### config.mk
export PLATFORM = sky130hd
export DESIGN_NAME = pe_row_conv_ctrl_flat
export DESIGN_NICKNAME = d
export VERILOG_FILES = /design/src/rtl/pe_ctrl_pkg.sv /design/src/rtl/pe_row_conv_ctrl_if.sv /design/src/rtl/pe_ctrl_idx_counter.sv /design/src/rtl/pe_row_conv_ctrl.sv /design/src/flat_wrapper.sv
export SDC_FILE = /design/constraint.sdc
export NUM_CORES = 1
export LEC_CHECK = 0
export CAP_MARGIN = 20
export CORE_ASPECT_RATIO = 1.4
export CORE_MARGIN = 2
export CORE_UTILIZATION = 45
export CTS_CLUSTER_SIZE = 25
export DETAILED_ROUTE_END_ITERATION = 8
export PLACE_DENSITY_LB_ADDON = 0.1
export SKIP_LAST_GASP = 1
export SYNTH_ARGS = -nofsm -noshare
export SYNTH_HDL_FRONTEND = slang
export SYNTH_SLANG_ARGS = --single-unit
### constraint.sdc
create_clock -name clk -period 3.24 [get_ports clk]
set_input_delay 0.648 -clock clk [delete_from_list [all_inputs] [get_ports clk]]
set_output_delay 0.648 -clock clk [all_outputs]
set_load 0.1 [all_outputs]
### src/rtl/pe_ctrl_pkg.sv
// rtl/pe_ctrl_pkg.sv - shared state type and width helper for the PE row-convolution controller
package pe_ctrl_pkg;

   localparam int STATE_W = 3;

   typedef enum logic [STATE_W-1:0] {
      S_IDLE       = 3'd0,
      S_LOAD_FILT  = 3'd1,
      S_LOAD_IFMAP = 3'd2,
      S_COMPUTE    = 3'd3,
      S_DRAIN      = 3'd4,
      S_SLIDE      = 3'd5,
      S_DONE       = 3'd6
   } state_t;

   // Address/select widths never collapse to zero bits, even for a single entry.
   function automatic int clog2_min1(input int value);
      return (value <= 2) ? 1 : $clog2(value);
   endfunction

endpackage

### src/rtl/pe_row_conv_ctrl_if.sv
// rtl/pe_row_conv_ctrl_if.sv - handshake and datapath-control bundle around the PE controller
interface pe_row_conv_ctrl_if
   import pe_ctrl_pkg::*;
#(
   parameter int FILT_LEN = 3,
   parameter int NUM_FILT = 2,
   parameter int FA_W     = clog2_min1(FILT_LEN * NUM_FILT),
   parameter int IA_W     = clog2_min1(FILT_LEN),
   parameter int PS_W     = clog2_min1(NUM_FILT)
);
   logic            start;
   logic            abort;
   logic            filt_valid;
   logic            filt_ready;
   logic [FA_W-1:0] filt_wr_addr;
   logic            ifmap_valid;
   logic            ifmap_ready;
   logic [IA_W-1:0] ifmap_wr_addr;
   logic            mac_en;
   logic            psum_clear;
   logic [FA_W-1:0] filt_rd_addr;
   logic [IA_W-1:0] ifmap_rd_addr;
   logic [PS_W-1:0] psum_sel;
   logic            psum_out_valid;
   logic            psum_out_ready;
   logic            busy;
   logic            done;

   modport master (
      input  start, abort, filt_valid, ifmap_valid, psum_out_ready,
      output filt_ready, filt_wr_addr, ifmap_ready, ifmap_wr_addr, mac_en, psum_clear,
             filt_rd_addr, ifmap_rd_addr, psum_sel, psum_out_valid, busy, done
   );

   modport slave (
      output start, abort, filt_valid, ifmap_valid, psum_out_ready,
      input  filt_ready, filt_wr_addr, ifmap_ready, ifmap_wr_addr, mac_en, psum_clear,
             filt_rd_addr, ifmap_rd_addr, psum_sel, psum_out_valid, busy, done
   );

endinterface

### src/rtl/pe_ctrl_idx_counter.sv
// rtl/pe_ctrl_idx_counter.sv - loop index counter that wraps to zero after MAX
module pe_ctrl_idx_counter #(
   parameter int W   = 2,
   parameter int MAX = 3
) (
   input  logic         clk,
   input  logic         rstn,
   input  logic         i_en,
   input  logic         i_clr,
   output logic [W-1:0] o_q,
   output logic         o_at_max
);

   logic [W-1:0] r_q;
   logic         w_at_max;

   assign w_at_max = (r_q == W'(MAX));

   // Clear has priority so a state exit can reset the index in the same cycle it would advance.
   always_ff @(posedge clk or negedge rstn) begin
      if (!rstn) begin
         r_q <= '0;
      end else if (i_clr) begin
         r_q <= '0;
      end else if (i_en) begin
         r_q <= w_at_max ? '0 : r_q + 1'b1;
      end
   end

   assign o_q      = r_q;
   assign o_at_max = w_at_max;

endmodule

### src/rtl/pe_row_conv_ctrl.sv
// rtl/pe_row_conv_ctrl.sv - row-convolution sequencer for one PE: load filters, load window, MAC, drain, slide
module pe_row_conv_ctrl
   import pe_ctrl_pkg::*;
#(
   parameter int FILT_LEN = 3,
   parameter int NUM_FILT = 2,
   parameter int OUT_LEN  = 4,
   parameter int FA_W     = clog2_min1(FILT_LEN * NUM_FILT),
   parameter int IA_W     = clog2_min1(FILT_LEN),
   parameter int PS_W     = clog2_min1(NUM_FILT)
) (
   input logic                clk,
   input logic                rstn,
   pe_row_conv_ctrl_if.master bus
);

   localparam int OA_W = clog2_min1(OUT_LEN);
   localparam int IS_W = IA_W + 1;

   state_t          r_state;
   state_t          w_nxt;
   logic [IA_W-1:0] r_base;
   logic            r_busy;
   logic            r_filt_ready;
   logic            r_ifmap_ready;
   logic            r_mac_en;
   logic            r_psum_out_valid;
   logic            r_done;

   logic            w_idx_clr;
   logic            w_t_en, w_f_en, w_o_en, w_wcnt_en, w_wcnt_clr;
   logic            w_base_inc, w_base_clr;
   logic            w_t_max, w_f_max, w_o_max, w_wcnt_max;
   logic [IA_W-1:0] w_t;
   logic [PS_W-1:0] w_f;
   logic [OA_W-1:0] w_o;
   logic [FA_W-1:0] w_wcnt;
   logic [IS_W-1:0] w_win_sum;
   logic [IS_W-1:0] w_win_idx;
   logic            w_unused_o;

   pe_ctrl_idx_counter #(.W(IA_W), .MAX(FILT_LEN - 1)) u_tap_cnt (
      .clk(clk), .rstn(rstn), .i_en(w_t_en), .i_clr(w_idx_clr), .o_q(w_t), .o_at_max(w_t_max)
   );

   pe_ctrl_idx_counter #(.W(PS_W), .MAX(NUM_FILT - 1)) u_filt_cnt (
      .clk(clk), .rstn(rstn), .i_en(w_f_en), .i_clr(w_idx_clr), .o_q(w_f), .o_at_max(w_f_max)
   );

   pe_ctrl_idx_counter #(.W(OA_W), .MAX(OUT_LEN - 1)) u_out_cnt (
      .clk(clk), .rstn(rstn), .i_en(w_o_en), .i_clr(w_idx_clr), .o_q(w_o), .o_at_max(w_o_max)
   );

   pe_ctrl_idx_counter #(.W(FA_W), .MAX(FILT_LEN * NUM_FILT - 1)) u_load_cnt (
      .clk(clk), .rstn(rstn), .i_en(w_wcnt_en), .i_clr(w_wcnt_clr), .o_q(w_wcnt), .o_at_max(w_wcnt_max)
   );

   assign w_unused_o = ^w_o;

   always_comb begin
      w_nxt       = r_state;
      w_idx_clr   = 1'b0;
      w_t_en      = 1'b0;
      w_f_en      = 1'b0;
      w_o_en      = 1'b0;
      w_wcnt_en   = 1'b0;
      w_wcnt_clr  = 1'b0;
      w_base_inc  = 1'b0;
      w_base_clr  = 1'b0;
      if (bus.abort && (r_state != S_IDLE)) begin
         w_nxt      = S_IDLE;
         w_idx_clr  = 1'b1;
         w_wcnt_clr = 1'b1;
         w_base_clr = 1'b1;
      end else begin
         case (r_state)
            S_IDLE: begin
               if (bus.start && !bus.abort) begin
                  w_nxt = S_LOAD_FILT;
               end
            end
            S_LOAD_FILT: begin
               // The load counter wraps to zero on the last filter beat, ready for the ifmap load.
               if (bus.filt_valid) begin
                  w_wcnt_en = 1'b1;
                  if (w_wcnt_max) begin
                     w_nxt = S_LOAD_IFMAP;
                  end
               end
            end
            S_LOAD_IFMAP: begin
               if (bus.ifmap_valid) begin
                  if (w_wcnt == FA_W'(FILT_LEN - 1)) begin
                     w_wcnt_clr = 1'b1;
                     w_base_clr = 1'b1;
                     w_nxt      = S_COMPUTE;
                  end else begin
                     w_wcnt_en = 1'b1;
                  end
               end
            end
            S_COMPUTE: begin
               w_t_en = 1'b1;
               if (w_t_max) begin
                  w_nxt = S_DRAIN;
               end
            end
            S_DRAIN: begin
               if (bus.psum_out_ready) begin
                  w_f_en = 1'b1;
                  if (!w_f_max) begin
                     w_nxt = S_COMPUTE;
                  end else if (!w_o_max) begin
                     w_nxt = S_SLIDE;
                  end else begin
                     w_nxt = S_DONE;
                  end
               end
            end
            S_SLIDE: begin
               if (bus.ifmap_valid) begin
                  w_base_inc = 1'b1;
                  w_o_en     = 1'b1;
                  w_nxt      = S_COMPUTE;
               end
            end
            S_DONE: begin
               w_nxt      = S_IDLE;
               w_idx_clr  = 1'b1;
               w_wcnt_clr = 1'b1;
               w_base_clr = 1'b1;
            end
            default: begin
               w_nxt      = S_IDLE;
               w_idx_clr  = 1'b1;
               w_wcnt_clr = 1'b1;
               w_base_clr = 1'b1;
            end
         endcase
      end
   end

   // Strobes are registered from the next state, so each one is a pure decode of the state register.
   always_ff @(posedge clk or negedge rstn) begin
      if (!rstn) begin
         r_state          <= S_IDLE;
         r_base           <= '0;
         r_busy           <= 1'b0;
         r_filt_ready     <= 1'b0;
         r_ifmap_ready    <= 1'b0;
         r_mac_en         <= 1'b0;
         r_psum_out_valid <= 1'b0;
         r_done           <= 1'b0;
      end else begin
         r_state <= w_nxt;
         if (w_base_clr) begin
            r_base <= '0;
         end else if (w_base_inc) begin
            r_base <= (r_base == IA_W'(FILT_LEN - 1)) ? '0 : r_base + 1'b1;
         end
         r_busy           <= (w_nxt != S_IDLE);
         r_filt_ready     <= (w_nxt == S_LOAD_FILT);
         r_ifmap_ready    <= (w_nxt == S_LOAD_IFMAP) || (w_nxt == S_SLIDE);
         r_mac_en         <= (w_nxt == S_COMPUTE);
         r_psum_out_valid <= (w_nxt == S_DRAIN);
         r_done           <= (w_nxt == S_DONE);
      end
   end

   // Circular window read: base and tap are both below FILT_LEN, so one conditional subtract wraps it.
   assign w_win_sum = {1'b0, r_base} + {1'b0, w_t};
   assign w_win_idx = (w_win_sum >= IS_W'(FILT_LEN)) ? (w_win_sum - IS_W'(FILT_LEN)) : w_win_sum;

   assign bus.busy           = r_busy;
   assign bus.done           = r_done;
   assign bus.filt_ready     = r_filt_ready;
   assign bus.ifmap_ready    = r_ifmap_ready;
   assign bus.mac_en         = r_mac_en;
   assign bus.psum_out_valid = r_psum_out_valid;
   assign bus.psum_clear     = r_mac_en && (w_t == '0);
   assign bus.psum_sel       = (r_mac_en || r_psum_out_valid) ? w_f : '0;
   assign bus.filt_wr_addr   = r_filt_ready ? w_wcnt : '0;
   assign bus.ifmap_wr_addr  = (r_state == S_LOAD_IFMAP) ? w_wcnt[IA_W-1:0] :
                               (r_state == S_SLIDE)      ? r_base : '0;
   assign bus.filt_rd_addr   = r_mac_en ? (FA_W'(w_f) * FA_W'(FILT_LEN) + FA_W'(w_t)) : '0;
   assign bus.ifmap_rd_addr  = r_mac_en ? w_win_idx[IA_W-1:0] : '0;

endmodule

### src/flat_wrapper.sv
// flat-port wrapper written by rule: the top's interface ports become plain ports
module pe_row_conv_ctrl_flat import pe_ctrl_pkg::*;
#(
   parameter int FILT_LEN = 3,
   parameter int NUM_FILT = 2,
   parameter int OUT_LEN  = 4,
   parameter int FA_W     = clog2_min1(FILT_LEN * NUM_FILT),
   parameter int IA_W     = clog2_min1(FILT_LEN),
   parameter int PS_W     = clog2_min1(NUM_FILT)
)
  (clk, rstn, bus_start, bus_abort, bus_filt_valid, bus_ifmap_valid, bus_psum_out_ready, bus_filt_ready, bus_filt_wr_addr, bus_ifmap_ready, bus_ifmap_wr_addr, bus_mac_en, bus_psum_clear, bus_filt_rd_addr, bus_ifmap_rd_addr, bus_psum_sel, bus_psum_out_valid, bus_busy, bus_done);
  pe_row_conv_ctrl_if #(.FILT_LEN(FILT_LEN), .NUM_FILT(NUM_FILT), .FA_W(FA_W), .IA_W(IA_W), .PS_W(PS_W)) bus_i ();
  input logic clk;
  input logic rstn;
  input wire logic [$bits(bus_i.start)-1:0] bus_start;
  input wire logic [$bits(bus_i.abort)-1:0] bus_abort;
  input wire logic [$bits(bus_i.filt_valid)-1:0] bus_filt_valid;
  input wire logic [$bits(bus_i.ifmap_valid)-1:0] bus_ifmap_valid;
  input wire logic [$bits(bus_i.psum_out_ready)-1:0] bus_psum_out_ready;
  output wire logic [$bits(bus_i.filt_ready)-1:0] bus_filt_ready;
  output wire logic [$bits(bus_i.filt_wr_addr)-1:0] bus_filt_wr_addr;
  output wire logic [$bits(bus_i.ifmap_ready)-1:0] bus_ifmap_ready;
  output wire logic [$bits(bus_i.ifmap_wr_addr)-1:0] bus_ifmap_wr_addr;
  output wire logic [$bits(bus_i.mac_en)-1:0] bus_mac_en;
  output wire logic [$bits(bus_i.psum_clear)-1:0] bus_psum_clear;
  output wire logic [$bits(bus_i.filt_rd_addr)-1:0] bus_filt_rd_addr;
  output wire logic [$bits(bus_i.ifmap_rd_addr)-1:0] bus_ifmap_rd_addr;
  output wire logic [$bits(bus_i.psum_sel)-1:0] bus_psum_sel;
  output wire logic [$bits(bus_i.psum_out_valid)-1:0] bus_psum_out_valid;
  output wire logic [$bits(bus_i.busy)-1:0] bus_busy;
  output wire logic [$bits(bus_i.done)-1:0] bus_done;
  assign bus_i.start = bus_start;
  assign bus_i.abort = bus_abort;
  assign bus_i.filt_valid = bus_filt_valid;
  assign bus_i.ifmap_valid = bus_ifmap_valid;
  assign bus_i.psum_out_ready = bus_psum_out_ready;
  assign bus_filt_ready = bus_i.filt_ready;
  assign bus_filt_wr_addr = bus_i.filt_wr_addr;
  assign bus_ifmap_ready = bus_i.ifmap_ready;
  assign bus_ifmap_wr_addr = bus_i.ifmap_wr_addr;
  assign bus_mac_en = bus_i.mac_en;
  assign bus_psum_clear = bus_i.psum_clear;
  assign bus_filt_rd_addr = bus_i.filt_rd_addr;
  assign bus_ifmap_rd_addr = bus_i.ifmap_rd_addr;
  assign bus_psum_sel = bus_i.psum_sel;
  assign bus_psum_out_valid = bus_i.psum_out_valid;
  assign bus_busy = bus_i.busy;
  assign bus_done = bus_i.done;
  pe_row_conv_ctrl #(.FILT_LEN(FILT_LEN), .NUM_FILT(NUM_FILT), .OUT_LEN(OUT_LEN), .FA_W(FA_W), .IA_W(IA_W), .PS_W(PS_W)) u_core (.clk(clk), .rstn(rstn), .bus(bus_i));
endmodule
==> results.yml <==
outcome:
  outcome: "finished, final reports clean"
route:
  route.detailed.drc: 0
  viasPerCell: 5.44
  drt-wirelength-per-cell_um: 14.1
  vias: 1072
  dr.pass1.iters: 4
  antenna_left: 0
  drt-total-wl_um: 2770
  drt_iter0_drc: 25
power_and_ir_drop:
  peakVddDrop_uv: 499
  p_leak_uw: 0.000728
  p_per_area_nw_per_um2: 807
floorplanning:
  dieArea_um2: 3250
  io_pins: 25
  rows: 22
  die_y_um: 66.7
  start_util: 0.478
  fp.dieW_um: 48.8
  coreArea_um2: 2640
placed_design:
  io_buffers: 24
  preCtsSetupSlack_ns: 0.387
  place_congestion: 0.766
  placed_cells: 191
  place_hpwl_um: 2050
clock_tree:
  clock-sinks: 19
  cts_tree: "done"
  path_clk_slew_ns: 0.12
  clockBufferDepth: 2
  holdBufCountCts: 0
  clk_latency_ns: 0.30
  numCtsBuffers: 3
  cts_root_buffer: "clkbuf_4"
  htreeDepth: 1
final_layout:
  multi_input_area_um2: 723
  drive_above_1_share: 0.224
  fin_cells: 197
  area_growth_pct: 22.3
  regArea_um2: 477
  fin_nets: 175
  diodes: 0
  fillers: 262
worst_setup_path:
  critPathKind: "reg -> out"
  cp_data_required_time_ns: 2.59
  cp_max_fo: 4
  cp_slowest_cell: "fa_1"
  crit_arrival_ns: 2.47
  end_kind: "output port"
  path_cells: "ha_1 > inv_1 > fa_1 > inv_1 > ha_1 > nand3b_1 > a211oi_2 > buf_12"
  crit_path_max_incr_delay_ns: 0.56
  start_kind: "register"
global_routing:
  grt_max_degree: 20
  grt_pass1_wl_um: 4720
  grtUsageTotal: 0.188
  grt_overflow_total: 0
  grt_pass1_vias: 1055
  antenna_found_initial: 0
job:
  cap_viol_max_count: 0
timing:
  drv_slew: 0
  tns_ns: 0
  period_needed_ns: 3.11
  tightest_slew_ns: 0.864
  whs_ns: 0.569
  setup_slack_ns: 0.127
  fmaxAchievable_ghz: 0.321
  relSlewSlack: 0.422
  finalSetupViolations: 0
  fin_crit_sh: 0.961
  skew_ns: 0.0108
  hold_viol: 0
yosys:
  synth-seq-cells: 19
  avgSynthCellArea_um2: 9.22
  ys_types: 43
  netlist_area_um2: 1260
  yosys_warnings: 0
  synth_nets: 150
  seq_area_frac_synth: 0.377
  syn_inst: 137
worst_hold_path:
  hold_path.class: "reg -> reg"
sequential cells by signal (all words and copies together) (netlist names), 2 cells and up:
signal	flops
u_core.u_out_cnt.o_q	2
u_core.u_tap_cnt.o_q	2
u_core.u_load_cnt.o_q	3
u_core.r_base	2
u_core.r_state	3
metrics by stage:
step	area (um2)	utilization	total power (uW)
4_1_cts	1520	0.576	1250
3_3_place_gp	1500	0.566	1100
5_1_grt	1540	0.584	1330
6_report	1540	0.584	1250
3_5_place_dp	1500	0.566	1120
2_1_floorplan	1270	-	975
per-layer routing:
metal,wire (um),up-vias,part of all wire,track usage
met2,1440,19,0.52,0.339
met4,34,0,0.012,0.0786
met1,1240,528,0.45,0.224
met5,0,-,0,0
li1,-,521,-,-
met3,63,4,0.023,0.0224
power breakdown:
group          leakage [uW]  internal, uW  switching (uW)
clock             0.0000150          48.0            76.6
sequential         0.000253           291             104
combinational      0.000459           219             507
path summary, 6_finish.rpt:
| path | startpoint | slack, ns | to | depth (start not counted) |
|---|---|---|---|---|
| min | u_core.u_out_cnt.o_q[0] | 0.57 | u_core.u_out_cnt.o_q[0] | 2 |
| max in group asynchronous | rstn | 1.84 | u_core.u_tap_cnt.o_q[0] | 1 |
| max reg2reg | u_core.r_state[0] | 1.14 | u_core.bus.ifmap_ready | 5 |
| min in group asynchronous | rstn | 0.82 | u_core.r_base[0] | 1 |
| max | u_core.r_base[0] | 0.13 | bus_ifmap_rd_addr[0] | 8 |
| min reg2reg | u_core.u_out_cnt.o_q[0] | 0.57 | u_core.u_out_cnt.o_q[0] | 2 |
critical path: cells and delay by family, from the launching register on:
family	cells	cell delay, ns
AO/OA/AOI/OAI	1	0.30
adder cells (fa/ha/maj)	3	0.92
AND/OR/NAND/NOR	1	0.19
flip-flops	1	0.41
buffers and inverters	3	0.33
cell families after synthesis:
family / after synthesis / synth area share
mux: 2 / 0.0159
flops: 19 / 0.377
simple gates: 69 / 0.317
buf+inv: 16 / 0.0624
fa+ha+maj: 6 / 0.0714
compound gates: 24 / 0.150
xor+xnor: 1 / 0.00694
cells in the final DEF, fill, tap and decap left out, types with 2 or more instances in the layout:
master | Yosys | final
nor2b_1 | 6 | 6
clkbuf_4 | 0 | 3
dfrtp_1 | 19 | 18
and2_1 | 6 | 6
nor3b_1 | 3 | 2
clkdlybuf4s50_1 | 0 | 6
o21ai_0 | 3 | 3
inv_1 | 10 | 10
ha_1 | 4 | 4
o2bb2ai_1 | 2 | 2
buf_4 | 0 | 18
a21oi_1 | 7 | 7
fa_1 | 2 | 2
nor3_1 | 5 | 4
mux2i_1 | 2 | 2
or3_1 | 2 | 2
nand3b_1 | 5 | 5
buf_12 | 0 | 2
nand3_1 | 4 | 4
and3_1 | 2 | 2
nand2b_1 | 2 | 2
nor3_2 | 1 | 2
nor2_1 | 13 | 13
or2_2 | 2 | 2
nand2_1 | 12 | 12
synthesized netlist by cell type:
library cell / number / area, um2
dfrtp_1: 19 / 475
nor2_1: 13 / 48.8
nand2_1: 12 / 45.0
inv_1: 10 / 37.5
a21oi_1: 7 / 35.0
and2_1: 6 / 37.5
nor2b_1: 6 / 37.5
nand3b_1: 5 / 37.5
nor3_1: 5 / 25.0
ha_1: 4 / 50.1
nand3_1: 4 / 20.0
buf_2: 3 / 15.0
nor3b_1: 3 / 22.5
o21ai_0: 3 / 15.0
and3_1: 2 / 12.5
buf_6: 2 / 22.5
fa_1: 2 / 40.0
mux2i_1: 2 / 20.0
nand2b_1: 2 / 12.5
o2bb2ai_1: 2 / 17.5
or2_2: 2 / 12.5
or3_1: 2 / 12.5
a211oi_1: 1 / 7.51
a21o_1: 1 / 7.51
a21oi_2: 1 / 8.76
a22oi_1: 1 / 7.51
a311oi_1: 1 / 8.76
a31o_2: 1 / 8.76
and2_4: 1 / 8.76
clkbuf_1: 1 / 3.75
nand4_1: 1 / 6.26
nand4b_1: 1 / 8.76
nor3_2: 1 / 10.0
nor4_4: 1 / 21.3
nor4b_2: 1 / 15.0
o211a_1: 1 / 10.0
o22ai_1: 1 / 6.26
o311a_1: 1 / 10.0
o32a_1: 1 / 10.0
o41ai_1: 1 / 8.76
o41ai_4: 1 / 27.5
or2_0: 1 / 6.26
xnor2_1: 1 / 8.76
final cells by class:
class,instances,share of cell area
Inverter,10,0.0243
Multi-Input combinational cell,102,0.468
Clock buffer,4,0.0170
Timing Repair Buffer,26,0.152
Tap cell,36,0.0292
Sequential cell,19,0.309
timing repair:
item	4_1_cts	5_1_grt
endpoints found under the hold margin	0	0
resized for setup	0	2
endpoints found under the setup margin	0	2
setup buffers	0	2
(Power assumes the default switching activity.)
==> patch (same flow settings) <==
The 7 states of `state_t` get a Gray code encoding in 3 bits.
--- a/src/rtl/pe_ctrl_pkg.sv
+++ b/src/rtl/pe_ctrl_pkg.sv
@@ -3,14 +3,14 @@
 
    localparam int STATE_W = 3;
 
-   typedef enum logic [STATE_W-1:0] {
-      S_IDLE       = 3'd0,
-      S_LOAD_FILT  = 3'd1,
-      S_LOAD_IFMAP = 3'd2,
-      S_COMPUTE    = 3'd3,
-      S_DRAIN      = 3'd4,
-      S_SLIDE      = 3'd5,
-      S_DONE       = 3'd6
+   typedef enum logic [2:0] {
+      S_IDLE       = 3'b000,
+      S_LOAD_FILT  = 3'b001,
+      S_LOAD_IFMAP = 3'b011,
+      S_COMPUTE    = 3'b010,
+      S_DRAIN      = 3'b110,
+      S_SLIDE      = 3'b111,
+      S_DONE       = 3'b101
    } state_t;
 
    // Address/select widths never collapse to zero bits, even for a single entry.
Function: no difference found for any inputs over 10 cycles, from zero or initial values and one cycle with rstn low; not proved beyond that.
==> patch against the original RTL <==
  * Sequential cell count stayed put
  * Final area is 4.8% lower
  * Synthesized area is 8.2% lower
  * Setup slack worse by 0.021 ns
  * Global-route usage is 1.0 points higher
  * Wire length is 4.1% lower
  * Via count is 0.84% lower
  * Utilization is 2.4 points higher
  * First-iteration DRC count is 92% higher
  * Critical path type unchanged
  * Highest routed layer unchanged
Power is not compared: it rests on default switching activity, and its combinational part moved more than twofold at a synthesized area within 25%.
==> patch: results (changes against the original RTL) <==
status: "complete, no violations"  # unchanged
first_pass_iters: 5  # was 4
relSlewSlack_pct: 44.3  # was 42.2%
nets: 169  # was 175
wl_met3_um: 157  # was 63 um
gr-total-overflow: 0  # unchanged
clk_latency_ns: 0.30  # about the same
grt_pass1_vias: 941  # was 1055
syn2layout_area_growth_pct: 26.9  # was 22.3%
ys_seq_area_share_pct: 41.0  # was 37.7%
crit_fanout: 5  # was 4
drt_iter0_markers: 48  # was 25
grt_pass1_wl_um: 4330  # was 4720 um
num_vias: 1063  # was 1072
min_delay_path_depth: 2  # unchanged
top_layer: "met4"  # unchanged
synth_commonest_cells: "19 x dfrtp_1, 16 x nor2_1, 12 x nand2_1"  # was 19 x dfrtp_1, 13 x nor2_1, 12 x nand2_1
avgRoutedWirePerCell_um: 14.1  # about the same
synth_cell_types: 38  # was 43
max_stage_delay_ns: 0.46  # was 0.56 ns
clkSlewWorstSetupHoldPaths_ns: 0.11
skew_ns: 0.00118  # was 0.0108 ns
nFillCells: 232  # was 262
synthesis.nets: 142  # was 150
track_usage_pct: 19.8  # was 18.8%
route.met2.wl_um: 1430  # was 1440 um
dp_cells: 183  # was 191
postPlaceCellArea_um2: 1420  # was 1500 um^2
dp_hpwl_um: 2050  # about the same
routabilityCongestion: 0.829  # was 0.766
leakage_nw: 0.682
layout-drive-gt1-share_pct: 20.0  # was 22.4%
avgSynthCellArea_um2: 8.98  # was 9.22 um^2
netlist_top_cells_area: "dfrtp_1 41%, nor2_1 5.2%, ha_1 4.3%"  # was dfrtp_1 38%, ha_1 4.0%, nor2_1 3.9%
route.layer.met1.wl_um: 1030  # was 1240 um
grt_max_degree: 20  # unchanged
wirelength_um: 2660  # was 2770 um
r2r_cells: 5  # unchanged
ys_warn_count: 0  # unchanged
[patch: worst min-delay path, delay by kind of cell (launching register included)]
kind,cells,cell delay (ns)
flip-flops,1,0.36
multiplexers,1,0.07
AND/OR/NAND/NOR,1,0.08
[patch: final timing paths]
check                                        start                       end  slack (ns)
max                               u_core.r_base[0]      bus_ifmap_rd_addr[0]        0.11
min                        u_core.u_out_cnt.o_q[1]   u_core.u_out_cnt.o_q[1]        0.55
max reg2reg                      u_core.r_state[1]  u_core.u_load_cnt.o_q[1]        1.43
min reg2reg                u_core.u_out_cnt.o_q[1]   u_core.u_out_cnt.o_q[1]        0.55
max in group asynchronous                     rstn         u_core.r_state[2]        1.91
min in group asynchronous                     rstn  u_core.u_load_cnt.o_q[0]        0.81
[patch: metrics by stage]
stage          total power, mW  worst slack (ns)  hold WS (ns)
6_report                 0.591             0.106         0.552
5_1_grt                  0.623           0.00919         0.594
4_1_cts                  0.596            0.0314         0.559
3_5_place_dp             0.473             0.346         0.532
3_3_place_gp             0.470             0.382         0.514
2_1_floorplan            0.421            -0.477         0.352
[patch: final cells by class]
type                    instances  area share, %
clock buffers                   3           1.53
clock inverters                 1          0.340
inverters                       5           1.28
multi-input cells             100           45.3
flip-flops and latches         19           32.3
well taps                      34           2.89
repair buffers                 27           16.3
[patch: per-layer routing]
layer  global-route usage (%)  up-vias
li1                         -      518
met1                     25.6      490
met2                     33.4       49
met3                     1.98        6
met4                     6.25        0
met5                        0        -
[patch: logic make-up after synthesis]
logic type | share of synthesized area [%]
mux | 3.56
fa+ha+maj | 7.78
buf+inv | 3.67
flops | 41.0
compound gates | 13.9
simple gates | 30.0
[patch: repair_timing]
item,CTS,global route
resized for setup,0,3
buffers inserted,0,1
endpoints found under the setup margin,1,1
pin swaps,1,2
[patch: power by group]
group          switching [mW]  total (mW)  internal, mW
logic                   0.133       0.183        0.0507
clock network          0.0757       0.122        0.0460
registers              0.0311       0.286         0.254
